<file path="src/rtl/abus_slave_regfile_if.sv">
// abus_slave_regfile_if: abus request/response signal bundle between master and slave
interface abus_slave_regfile_if #(
  parameter int ADDR_WIDTH = 16,
  parameter int DATA_WIDTH = 16
);
  logic                  write;
  logic                  read;
  logic [ADDR_WIDTH-1:0] address;
  logic [DATA_WIDTH-1:0] wdata;
  logic [DATA_WIDTH-1:0] rdata;
  logic                  done;
  logic                  new_rdata;
  logic                  err;
  modport master (output write, read, address, wdata, input rdata, done, new_rdata, err);
  modport slave  (input write, read, address, wdata, output rdata, done, new_rdata, err);
endinterface

</file>
<file path="src/rtl/abus_slave_regfile.sv">
// abus_slave_regfile: abus slave with NREGS R/W registers, a read-only status word and
// wait-state insertion; define ABUS_SLAVE_LOCK_EN to add the sticky write-lock register.
module abus_slave_regfile #(
  parameter int ADDR_WIDTH  = 16,
  parameter int DATA_WIDTH  = 16,
  parameter int BASE_ADDR   = 0,
  parameter int NREGS       = 8,
  parameter int WAIT_STATES = 1
) (
  input  logic                        abus_clk,
  input  logic                        abus_rst,
  abus_slave_regfile_if.slave         bus,
  input  logic [DATA_WIDTH-1:0]       sts_in,
  output logic [NREGS*DATA_WIDTH-1:0] reg_q
);
  localparam logic [1:0] IDLE = 2'd0, WAIT = 2'd1, RESP = 2'd2, TURN = 2'd3;
  localparam int CW = WAIT_STATES > 0 ? $clog2(WAIT_STATES + 1) : 1;
  localparam logic [ADDR_WIDTH-1:0] BA = ADDR_WIDTH'(BASE_ADDR);
  localparam logic [ADDR_WIDTH-1:0] NR = ADDR_WIDTH'(NREGS);
  logic [1:0]                  state_q, state_d;
  logic [CW-1:0]               cnt_q, cnt_d;
  logic                        rd_q, rd_d, wr_q, wr_d;
  logic [ADDR_WIDTH-1:0]       addr_q, addr_d, off;
  logic [DATA_WIDTH-1:0]       wdata_q, wdata_d, rdata_q, rdata_d, rd_val;
  logic                        done_q, done_d, new_rdata_q, new_rdata_d, err_q, err_d;
  logic [NREGS*DATA_WIDTH-1:0] reg_d;
  logic                        below, in_reg, is_sts, is_lock, lock_q, bad, fire;
  assign off    = addr_q - BA;
  assign below  = addr_q < BA;
  assign in_reg = !below && off < NR;
  assign is_sts = !below && off == NR;
  assign fire   = state_q == WAIT && cnt_q == '0;
  assign bad    = (rd_q & wr_q) | !(in_reg | is_sts | is_lock) | (wr_q & (is_sts | (in_reg & lock_q)));
`ifdef ABUS_SLAVE_LOCK_EN
  logic lock_d;
  assign is_lock = !below && off == ADDR_WIDTH'(NREGS + 1);
  assign lock_d  = lock_q | (fire && !bad && wr_q && is_lock && wdata_q[0]);
  always_ff @(posedge abus_clk) lock_q <= abus_rst ? 1'b0 : lock_d;
`else
  assign is_lock = 1'b0;
  assign lock_q  = 1'b0;
`endif
  always_comb begin
    state_d     = state_q;
    cnt_d       = cnt_q;
    rd_d        = rd_q;
    wr_d        = wr_q;
    addr_d      = addr_q;
    wdata_d     = wdata_q;
    reg_d       = reg_q;
    rdata_d     = rdata_q;
    done_d      = 1'b0;
    new_rdata_d = 1'b0;
    err_d       = 1'b0;
    rd_val      = is_sts ? sts_in : is_lock ? DATA_WIDTH'(lock_q) : '0;
    for (int i = 0; i < NREGS; i++)
      if (off == ADDR_WIDTH'(i)) rd_val = reg_q[i*DATA_WIDTH +: DATA_WIDTH];
    if (state_q == IDLE && (bus.read || bus.write)) begin
      rd_d    = bus.read;
      wr_d    = bus.write;
      addr_d  = bus.address;
      wdata_d = bus.wdata;
      cnt_d   = CW'(WAIT_STATES);
      state_d = WAIT;
    end else if (state_q == WAIT) begin
      cnt_d = cnt_q - CW'(1);
      if (fire) begin
        state_d     = RESP;
        err_d       = bad;
        done_d      = !bad && wr_q;
        new_rdata_d = !bad && rd_q;
        rdata_d     = (!bad && rd_q) ? rd_val : rdata_q;
        for (int i = 0; i < NREGS; i++)
          if (!bad && wr_q && off == ADDR_WIDTH'(i)) reg_d[i*DATA_WIDTH +: DATA_WIDTH] = wdata_q;
      end
    end else if (state_q == RESP) begin
      state_d = TURN;
    end else if (state_q == TURN) begin
      state_d = IDLE;
    end
  end
  always_ff @(posedge abus_clk) begin
    if (abus_rst) begin
      state_q     <= IDLE;
      cnt_q       <= '0;
      rd_q        <= 1'b0;
      wr_q        <= 1'b0;
      addr_q      <= '0;
      wdata_q     <= '0;
      reg_q       <= '0;
      rdata_q     <= '0;
      done_q      <= 1'b0;
      new_rdata_q <= 1'b0;
      err_q       <= 1'b0;
    end else begin
      state_q     <= state_d;
      cnt_q       <= cnt_d;
      rd_q        <= rd_d;
      wr_q        <= wr_d;
      addr_q      <= addr_d;
      wdata_q     <= wdata_d;
      reg_q       <= reg_d;
      rdata_q     <= rdata_d;
      done_q      <= done_d;
      new_rdata_q <= new_rdata_d;
      err_q       <= err_d;
    end
  end
  assign bus.rdata     = rdata_q;
  assign bus.done      = done_q;
  assign bus.new_rdata = new_rdata_q;
  assign bus.err       = err_q;
endmodule

</file>
<file path="src/flat_wrapper.sv">
// flat-port wrapper written by rule: the top's interface ports become plain ports
module abus_slave_regfile_flat 
#(
  parameter int ADDR_WIDTH  = 16,
  parameter int DATA_WIDTH  = 16,
  parameter int BASE_ADDR   = 0,
  parameter int NREGS       = 8,
  parameter int WAIT_STATES = 1
)
  (abus_clk, abus_rst, sts_in, reg_q, bus_write, bus_read, bus_address, bus_wdata, bus_rdata, bus_done, bus_new_rdata, bus_err);
  abus_slave_regfile_if #(.ADDR_WIDTH(ADDR_WIDTH), .DATA_WIDTH(DATA_WIDTH)) bus_i ();
  input  logic abus_clk;
  input  logic abus_rst;
  input  logic [DATA_WIDTH-1:0] sts_in;
  output logic [NREGS*DATA_WIDTH-1:0] reg_q;
  input wire logic [$bits(bus_i.write)-1:0] bus_write;
  input wire logic [$bits(bus_i.read)-1:0] bus_read;
  input wire logic [$bits(bus_i.address)-1:0] bus_address;
  input wire logic [$bits(bus_i.wdata)-1:0] bus_wdata;
  output wire logic [$bits(bus_i.rdata)-1:0] bus_rdata;
  output wire logic [$bits(bus_i.done)-1:0] bus_done;
  output wire logic [$bits(bus_i.new_rdata)-1:0] bus_new_rdata;
  output wire logic [$bits(bus_i.err)-1:0] bus_err;
  assign bus_i.write = bus_write;
  assign bus_i.read = bus_read;
  assign bus_i.address = bus_address;
  assign bus_i.wdata = bus_wdata;
  assign bus_rdata = bus_i.rdata;
  assign bus_done = bus_i.done;
  assign bus_new_rdata = bus_i.new_rdata;
  assign bus_err = bus_i.err;
  abus_slave_regfile #(.ADDR_WIDTH(ADDR_WIDTH), .DATA_WIDTH(DATA_WIDTH), .BASE_ADDR(BASE_ADDR), .NREGS(NREGS), .WAIT_STATES(WAIT_STATES)) u_core (.abus_clk(abus_clk), .abus_rst(abus_rst), .bus(bus_i), .sts_in(sts_in), .reg_q(reg_q));
endmodule
</file>
<file path="config.mk">
export PLATFORM = sky130hd
export DESIGN_NAME = abus_slave_regfile_flat
export DESIGN_NICKNAME = d
export VERILOG_FILES = /design/src/rtl/abus_slave_regfile_if.sv /design/src/rtl/abus_slave_regfile.sv /design/src/flat_wrapper.sv
export SDC_FILE = /design/constraint.sdc
export NUM_CORES = 1
export LEC_CHECK = 0
export ABC_CLOCK_PERIOD_IN_PS = 4600
export BUFFER_PORTS_ARGS = -buffer_cell sky130_fd_sc_hd__buf_2
export CORE_ASPECT_RATIO = 0.9
export CORE_MARGIN = 8
export CORE_UTILIZATION = 58
export CTS_CLUSTER_SIZE = 28
export DETAILED_ROUTE_END_ITERATION = 7
export PLACE_DENSITY_LB_ADDON = 0.25
export SLEW_MARGIN = 40
export SYNTH_ARGS = -nofsm -noshare
export SYNTH_HDL_FRONTEND = slang
export SYNTH_SLANG_ARGS = --single-unit
export TNS_END_PERCENT = 100
</file>
<file path="constraint.sdc">
create_clock -name abus_clk -period 4.6 [get_ports abus_clk]
set_clock_uncertainty 0.1 [all_clocks]
set_input_delay 0.46 -clock abus_clk [delete_from_list [all_inputs] [get_ports abus_clk]]
set_output_delay 0.46 -clock abus_clk [all_outputs]
set_load 0.01 [all_outputs]
</file>
==> results.tsv, run 1 <==
stage	metric	value	unit
cts	clock-sinks	184	
global_routing	grt_pass1_wl	42.1	mm
placed_design	dpl.cell_count	1270	
global_routing	grt_pass1_vias	7544	
die	dieArea	0.0180	mm^2
yosys	syn_nets	1031	
layout	instances_no_fill	1301	
drt	vias	8117	
global_routing	overflow	0	
cts	htree_levels	4	
cts	cts.repair.resized	0	
placed_design	finalWeightedCongestion	0.913	
sta	setup_slack	1.50	ns
die	rows	41	
yosys	yosys_warnings	0	
cts	cts_hold_buffers	0	
placed_design	place_ws	1.50	ns
die	die_w	141	um
cts	insertion_delay	0.44	ns
drt	dr.pass1.iters	6	
yosys	avgSynthCellArea	8.34	um^2
cts	clk_pin_slew	0.07	ns
min_path	timing.hold.worst.start	bus_address[7]	
yosys	synth.distinct_cells	64	
sta	hold_violations	0	
setup_path	cp.required	4.86	ns
drt	viasPerCell	6.24	
yosys	netlist_area	0.00812	mm^2
drt	drc	0	
global_routing	grt_usage	29.8	%
sta	tns	0	ns
layout	drive_above_1_share	23.6	%
cts	cts_setup_buffers	0	
power	total_power	0.00363	W
sta	period_needed	3.10	ns
sta	setup_violations	0	
cts	cts_root_buffer	clkbuf_16	
drt	drt_wl_total	27.8	mm
cts	cts_buffers	17	
yosys	synth_cells	974	
drt	drt_iter0_drc	886	
setup_path	critPathCaptureType	flip-flop	
sta	rsz0062_at_grt	false	
layout	fin_nets	1174	
sta	max_slew_margin	42.8	%
sta	fin_crit_sh	67.5	%
setup_path	cp_max_fo	14	
outcome	outcome	finished, final reports clean	
die	ios	199	
placed_design	port_buffers	198	
power	power_density	374	mW/mm^2
min_path	holdPathEnd	u_core.addr_q[7]	
layout	synthToLayoutAreaGrowth	19.4	%
yosys	yosysSeqAreaShare	45.4	%
setup_path	worstRegToRegCells	8	
min_path	hp-class	input pin to flip-flop	
die	start_util	58.6	%
setup_path	reg2reg_to	u_core.reg_q[99]	
yosys	synthArstFlopShare	0	%
yosys	ys_ff_latch	184	
sta	fmax	0.322	GHz
layout	fill_cells	1141	
yosys	synth_ff_type	dfxtp_1	
power	peakVddDrop	0.000282	V
die	die_y	128	um
job	drv_cap	0	
setup_path	r2r-start	u_core.state_q[0]	
drt	ant_nets	0	
global_routing	grt_max_degree	71	
global_routing	antenna_found_initial	2	
layout	antennaDiodeCount	0	
setup_path	arrival	3.37	ns
cts	clock_path_buffers	2	
min_path	whs_path_depth	3	
setup_path	worstSetupPathType	flip-flop to flip-flop	
die	coreArea	0.0139	mm^2
setup_path	rrSetupSlack	1.50	ns
sta	worst_pin_slew	0.857	ns
yosys	synth_edf_count	0	
cts	cts_tree	done	
setup_path	startpoint_type	flip-flop	
placed_design	place_hpwl	19.3	mm
drt	post_drt_wl_per_cell	21.3	um
power	p_leak	3.79	nW
sta	maxSlewViolCount	0	
==> where the power goes <==
| group | switching (W) | internal [W] | leakage, nW |
|---|---|---|---|
| Combinational | 0.000298 | 0.000135 | 2.03 |
| Sequential | 0.000105 | 0.00164 | 1.49 |
| Clock | 0.000614 | 0.000840 | 0.276 |
==> cell families after synthesis <==
kind of cell,synth area share [%]
AO/OA/AOI/OAI,17.6
adder cells (fa/ha/maj),0.771
XOR/XNOR,0.108
flip-flops,45.4
multiplexers,9.02
buffers and inverters,5.21
AND/OR/NAND/NOR,21.9
==> Yosys cell counts (all sizes together) (9+ instances only) <==
library cell	n	area, um^2
a31oi	13	81.3
a211oi	9	67.6
nor2	79	297
and3	13	81.3
nor4	12	115
dfxtp	184	3680
mux2i	72	721
nand2	209	785
buf	21	138
a21oi	121	606
a22oi	22	165
clkbuf	71	267
o21ai	10	50.1
nor3	25	140
a211o	12	105
==> layout make-up <==
class / instances / area [um^2] / share of cell area [%]
multi-input cells: 693 / 4060 / 41.9
clock buffers: 24 / 482 / 4.97
clock inverters: 7 / 93.8 / 0.968
repair buffers: 216 / 1140 / 11.8
well taps: 172 / 215 / 2.22
flip-flops and latches: 184 / 3680 / 38.0
inverters: 5 / 18.8 / 0.194
==> cell usage in the layout, fill, tap and decap left out, drive strengths merged, types with 4 or more instances in the layout <==
master / count
nand3b: 4
a211o: 12
ha: 5
clkbuf: 24
nand2: 209
or4: 5
or3b: 4
a21oi: 121
nor3: 25
inv: 5
or3: 4
dfxtp: 184
a211oi: 9
o21ai: 10
a31oi: 13
a221oi: 8
nor4: 12
nor2: 79
buf: 216
nand3: 7
a22oi: 22
mux2i: 72
o32ai: 4
and3: 13
==> per-stage QoR <==
stage | cell area, um^2 | hold slack (ns) | util (%)
2_1_floorplan | 8120 | 0.343 | -
4_1_cts | 9690 | 0.146 | 70.0
5_1_grt | 9700 | 0.154 | 70.0
3_3_place_gp | 9090 | 0.352 | 65.6
3_5_place_dp | 9110 | 0.360 | 65.8
6_report | 9700 | 0.155 | 70.0
==> worst max path at each step <==
stage / startpoint / end / slack, ns / depth (start not counted)
after global routing: u_core.state_q[0] / u_core.reg_q[99] / 1.30 / 8
after detailed placement: bus_read / u_core.reg_q[41] / 1.50 / 7
after CTS: u_core.addr_q[0] / u_core.bus.rdata[7] / 1.49 / 6
final: u_core.state_q[0] / u_core.reg_q[99] / 1.50 / 8
after global placement: u_core.addr_q[0] / u_core.bus.rdata[10] / 1.44 / 6
after floorplan: u_core.addr_q[4] / u_core.bus.rdata[6] / 2.18 / 7
==> worst max-delay path: stages, from the launching register on <==
cell and delay, ns:
dfxtp_1 0.41, inv_1 0.09, ha_1 0.26, o21ai_2 0.26
nand4_1 0.52, nor3_1 0.81, buf_4 0.33, nand2_1 0.07
a21oi_1 0.17
==> sequential cells by signal, indices dropped and copies added, names as in the netlist <==
| register | flops |
|---|---|
| u_core.reg_q | 128 |
| u_core.addr_q | 16 |
| u_core.bus.rdata | 16 |
| u_core.wdata_q | 16 |
| u_core.state_q | 2 |
| u_core.bus.done | 1 |
| u_core.bus.err | 1 |
| u_core.bus.new_rdata | 1 |
| u_core.cnt_q | 1 |
| u_core.rd_q | 1 |
| u_core.wr_q | 1 |
==> per-layer routing <==
| metal | routed length, um | track usage, % |
|---|---|---|
| met5 | 27 | 0 |
| met4 | 517 | 9.09 |
| met3 | 3690 | 8.97 |
| met1 | 11400 | 40.4 |
| met2 | 12200 | 44.7 |
(Power assumes the default switching activity.)
==> run 2: changes to the inputs <==
--- a/config.mk
+++ b/config.mk
@@ -5,11 +5,11 @@
 export SDC_FILE = /design/constraint.sdc
 export NUM_CORES = 1
 export LEC_CHECK = 0
-export ABC_CLOCK_PERIOD_IN_PS = 4600
+export ABC_CLOCK_PERIOD_IN_PS = 2790
 export BUFFER_PORTS_ARGS = -buffer_cell sky130_fd_sc_hd__buf_2
 export CORE_ASPECT_RATIO = 0.9
 export CORE_MARGIN = 8
-export CORE_UTILIZATION = 58
+export CORE_UTILIZATION = 48
 export CTS_CLUSTER_SIZE = 28
 export DETAILED_ROUTE_END_ITERATION = 7
 export PLACE_DENSITY_LB_ADDON = 0.25
==> constraint.sdc (replaced) <==
create_clock -name abus_clk -period 2.79 [get_ports abus_clk]
set_clock_uncertainty 0.1 [all_clocks]
set_input_delay 0.279 -clock abus_clk [delete_from_list [all_inputs] [get_ports abus_clk]]
set_output_delay 0.279 -clock abus_clk [all_outputs]
set_load 0.01 [all_outputs]
==> run 2 against run 1 <==
Net effect: combinational power up 90%; flip-flop and latch count is the same; first-iteration DRC count increased by 1.5%; core utilization shrank 8.1 points; final cell count rose by 8.0%; final area grew 6.7%; sequential power grew 64%; via count increased by 0.71%; non-clock buffer count is 64 higher; power grew 69%; global-route usage down 3.5 points; critical endpoint is now u_core.reg_q[46]; largest cell class unchanged.
==> results.tsv, run 2 (synthesis results as in run 1) <==
stage	metric	value	unit	change
sta	fmax	0.370	GHz	+15%
layout	largest-register	u_core.reg_q		
setup_path	cpMaxStageDelayCell	nor4_1		
drt	post_drt_wl_per_cell	20.6	um	-3.2%
min_path	hp-class	input pin to flip-flop		
setup_path	cpPeakStageDelay	0.56	ns	-0.25 ns
global_routing	grt_usage	26.3	%	-3.5 points
setup_path	r2r-start	u_core.addr_q[11]		
global_routing	grt_pass1_vias	7638		+1.2%
sta	worst_pin_slew	0.815	ns	-0.0419 ns
layout	final_cell_mix	nand2_1 (209), buf_2 (197), dfxtp_1 (183), a21oi_1 (121), nor2_1 (79)		
setup_path	startpoint_type	flip-flop		
placed_design	finalWeightedCongestion	0.927		+1.6%
die	dieArea	0.0213	mm^2	+18%
sta	rsz0062_at_grt	false		
cts	clk_pin_slew	0.07	ns	about the same
power	p_leak	4.11	nW	+8.4%
setup_path	critical_path.endpoint	u_core.reg_q[46]		
global_routing	overflow	0		unchanged
power	comb_power_share	13.4	%	+1.5 points
placed_design	port_buffers	198		unchanged
sta	period_needed	2.70	ns	-0.400 ns
die	die_y	139	um	+8.7%
power	peakVddDrop	0.000444	V	+57%
layout	final_common_cell	nand2_1		
layout	fin_nets	1238		+5.5%
setup_path	cp.required	3.00	ns	-1.86 ns
power	total_power	0.00613	W	+69%
global_routing	grt_max_degree	71		unchanged
cts	cts_buffers	17		unchanged
die	rows	45		+9.8%
sta	hold_violations	0		unchanged
sta	max_slew_margin	45.7	%	+2.9 points
power	clockPowerShare	39.9	%	-0.2 points
drt	drc	0		unchanged
setup_path	cp_max_fo	15		+1
setup_path	reg2reg_to	u_core.reg_q[46]		
die	start_util	48.6	%	-10 points
placed_design	dpl_cell_area	0.00946	mm^2	+3.8%
power	swShare	28.3	%	+0.28 points
layout	largest_reg_flops	128		unchanged
setup_path	rrSetupSlack	0.09	ns	-1.41 ns
setup_path	cp_common_cell	buf_4		
drt	viasPerCell	5.82		-6.7%
cts	cts_tree	done		
die	die_w	153	um	+8.8%
cts	clock_path_buffers	2		unchanged
die	coreArea	0.0167	mm^2	+21%
setup_path	arrival	2.91	ns	-0.46 ns
sta	tns	0	ns	unchanged
outcome	outcome	finished, final reports clean		
setup_path	critPathCaptureType	flip-flop		
cts	cts_root_buffer	clkbuf_16		
setup_path	setup.worst_path.start	u_core.addr_q[11]		
cts	htree_levels	4		unchanged
layout	synthToLayoutAreaGrowth	27.4	%	
drt	drt_wl_total	29.0	mm	+4.5%
cts	insertion_delay	0.44	ns	about the same
setup_path	crit_chain	nor4_1, nand3_1, buf_4, nor4_4, buf_4, mux2i_1, nor2_1		
cts	cts_setup_buffers	0		unchanged
drt	drt_iter0_drc	899		+1.5%
sta	maxSlewViolCount	0		unchanged
drt	ant_nets	0		unchanged
drt	dr.pass1.iters	5		-1
global_routing	antenna_found_initial	0		-2
power	power_density	593	mW/mm^2	+58%
sta	fin_crit_sh	96.9	%	+29 points
power	p_seq_share	46.7	%	-1.3 points
layout	drive_above_1_share	25.4	%	+1.7 points
global_routing	grt_pass1_wl	44.5	mm	+5.5%
setup_path	worstRegToRegCells	7		-1
job	drv_cap	0		unchanged
placed_design	dpl.cell_count	1344		+5.8%
layout	fin_util	61.9	%	-8.1 points
power	power.switching	0.00174	W	+71%
drt	vias	8175		+0.71%
sta	setup_violations	0		unchanged
layout	instances_no_fill	1405		+8.0%
layout	fill_cells	1459		+28%
layout	antennaDiodeCount	0		unchanged
placed_design	place_hpwl	20.8	mm	+7.8%
layout	final_area	0.0103	mm^2	+6.7%
cts	clock-sinks	184		unchanged
setup_path	worstSetupPathType	flip-flop to flip-flop		
power	intPower	0.00439	W	+68%
die	ios	199		unchanged
## run 2: changes by cell type in the layout (fill, tap and decap cells not counted), moves of 2 or more
cell           previous run  this run
clkinv_2                  2         4
buf_12                    1         5
dlygate4sd3_1             0        29
clkbuf_1                  4         1
buf_4                    17        49
## run 2: cell type report
cell class	count	area [um^2]	share of cell area [%]
Multi-Input combinational cell	693	4040	39.1
Sequential cell	184	3680	35.6
Timing Repair Buffer	280	1740	16.9
Clock buffer	21	470	4.55
Tap cell	211	264	2.55
Clock inverter	11	121	1.17
Inverter	5	18.8	0.181
## run 2: worst min-delay path by stage
stage,startpoint,slack (ns),cells past startpoint,to
after floorplan,bus_address[11],0.31,2,u_core.addr_q[11]
after global placement,u_core.reg_q[108],0.35,2,u_core.reg_q[108]
after detailed placement,u_core.reg_q[105],0.36,2,u_core.reg_q[105]
after CTS,bus_address[4],0.01,3,u_core.addr_q[4]
after global routing,bus_address[1],0.03,3,u_core.addr_q[1]
final,bus_address[4],0.01,3,u_core.addr_q[4]
## run 2: worst max-delay path: cells and delay by family, from the launching register on
kind | cells | cell delay [ns]
buf+inv | 2 | 0.60
flops | 1 | 0.32
mux | 1 | 0.24
simple gates | 4 | 1.30
## run 2: metal layers
metal	share of wire (%)	global-route usage [%]
met5	0	0
met4	1.3	6.82
met1	44	36.4
met2	44	39.7
met3	10	6.78
## run 2: repair_timing
action	CTS	global route
endpoints found under the hold margin	29	0
resized for setup	0	1
hold buffers	29	0
setup endpoints to repair	0	5
## run 2: through the flow
step / hold slack [ns] / worst slack [ns]
2_1_floorplan: 0.315 / 0.367
3_3_place_gp: 0.354 / 0.0435
3_5_place_dp: 0.359 / 0.118
4_1_cts: 0.0114 / 0.103
5_1_grt: 0.0298 / 0.00952
6_report: 0.0144 / 0.0864
## run 2: power groups by stage
stage	clock [W]	sequential [W]	combinational, W
2_1_floorplan	0	0.00279	0.000570
3_3_place_gp	0	0.00291	0.000765
3_5_place_dp	0	0.00291	0.000775
4_1_cts	0.00246	0.00285	0.000809
5_1_grt	0.00257	0.00287	0.000887
6_report	0.00245	0.00286	0.000822
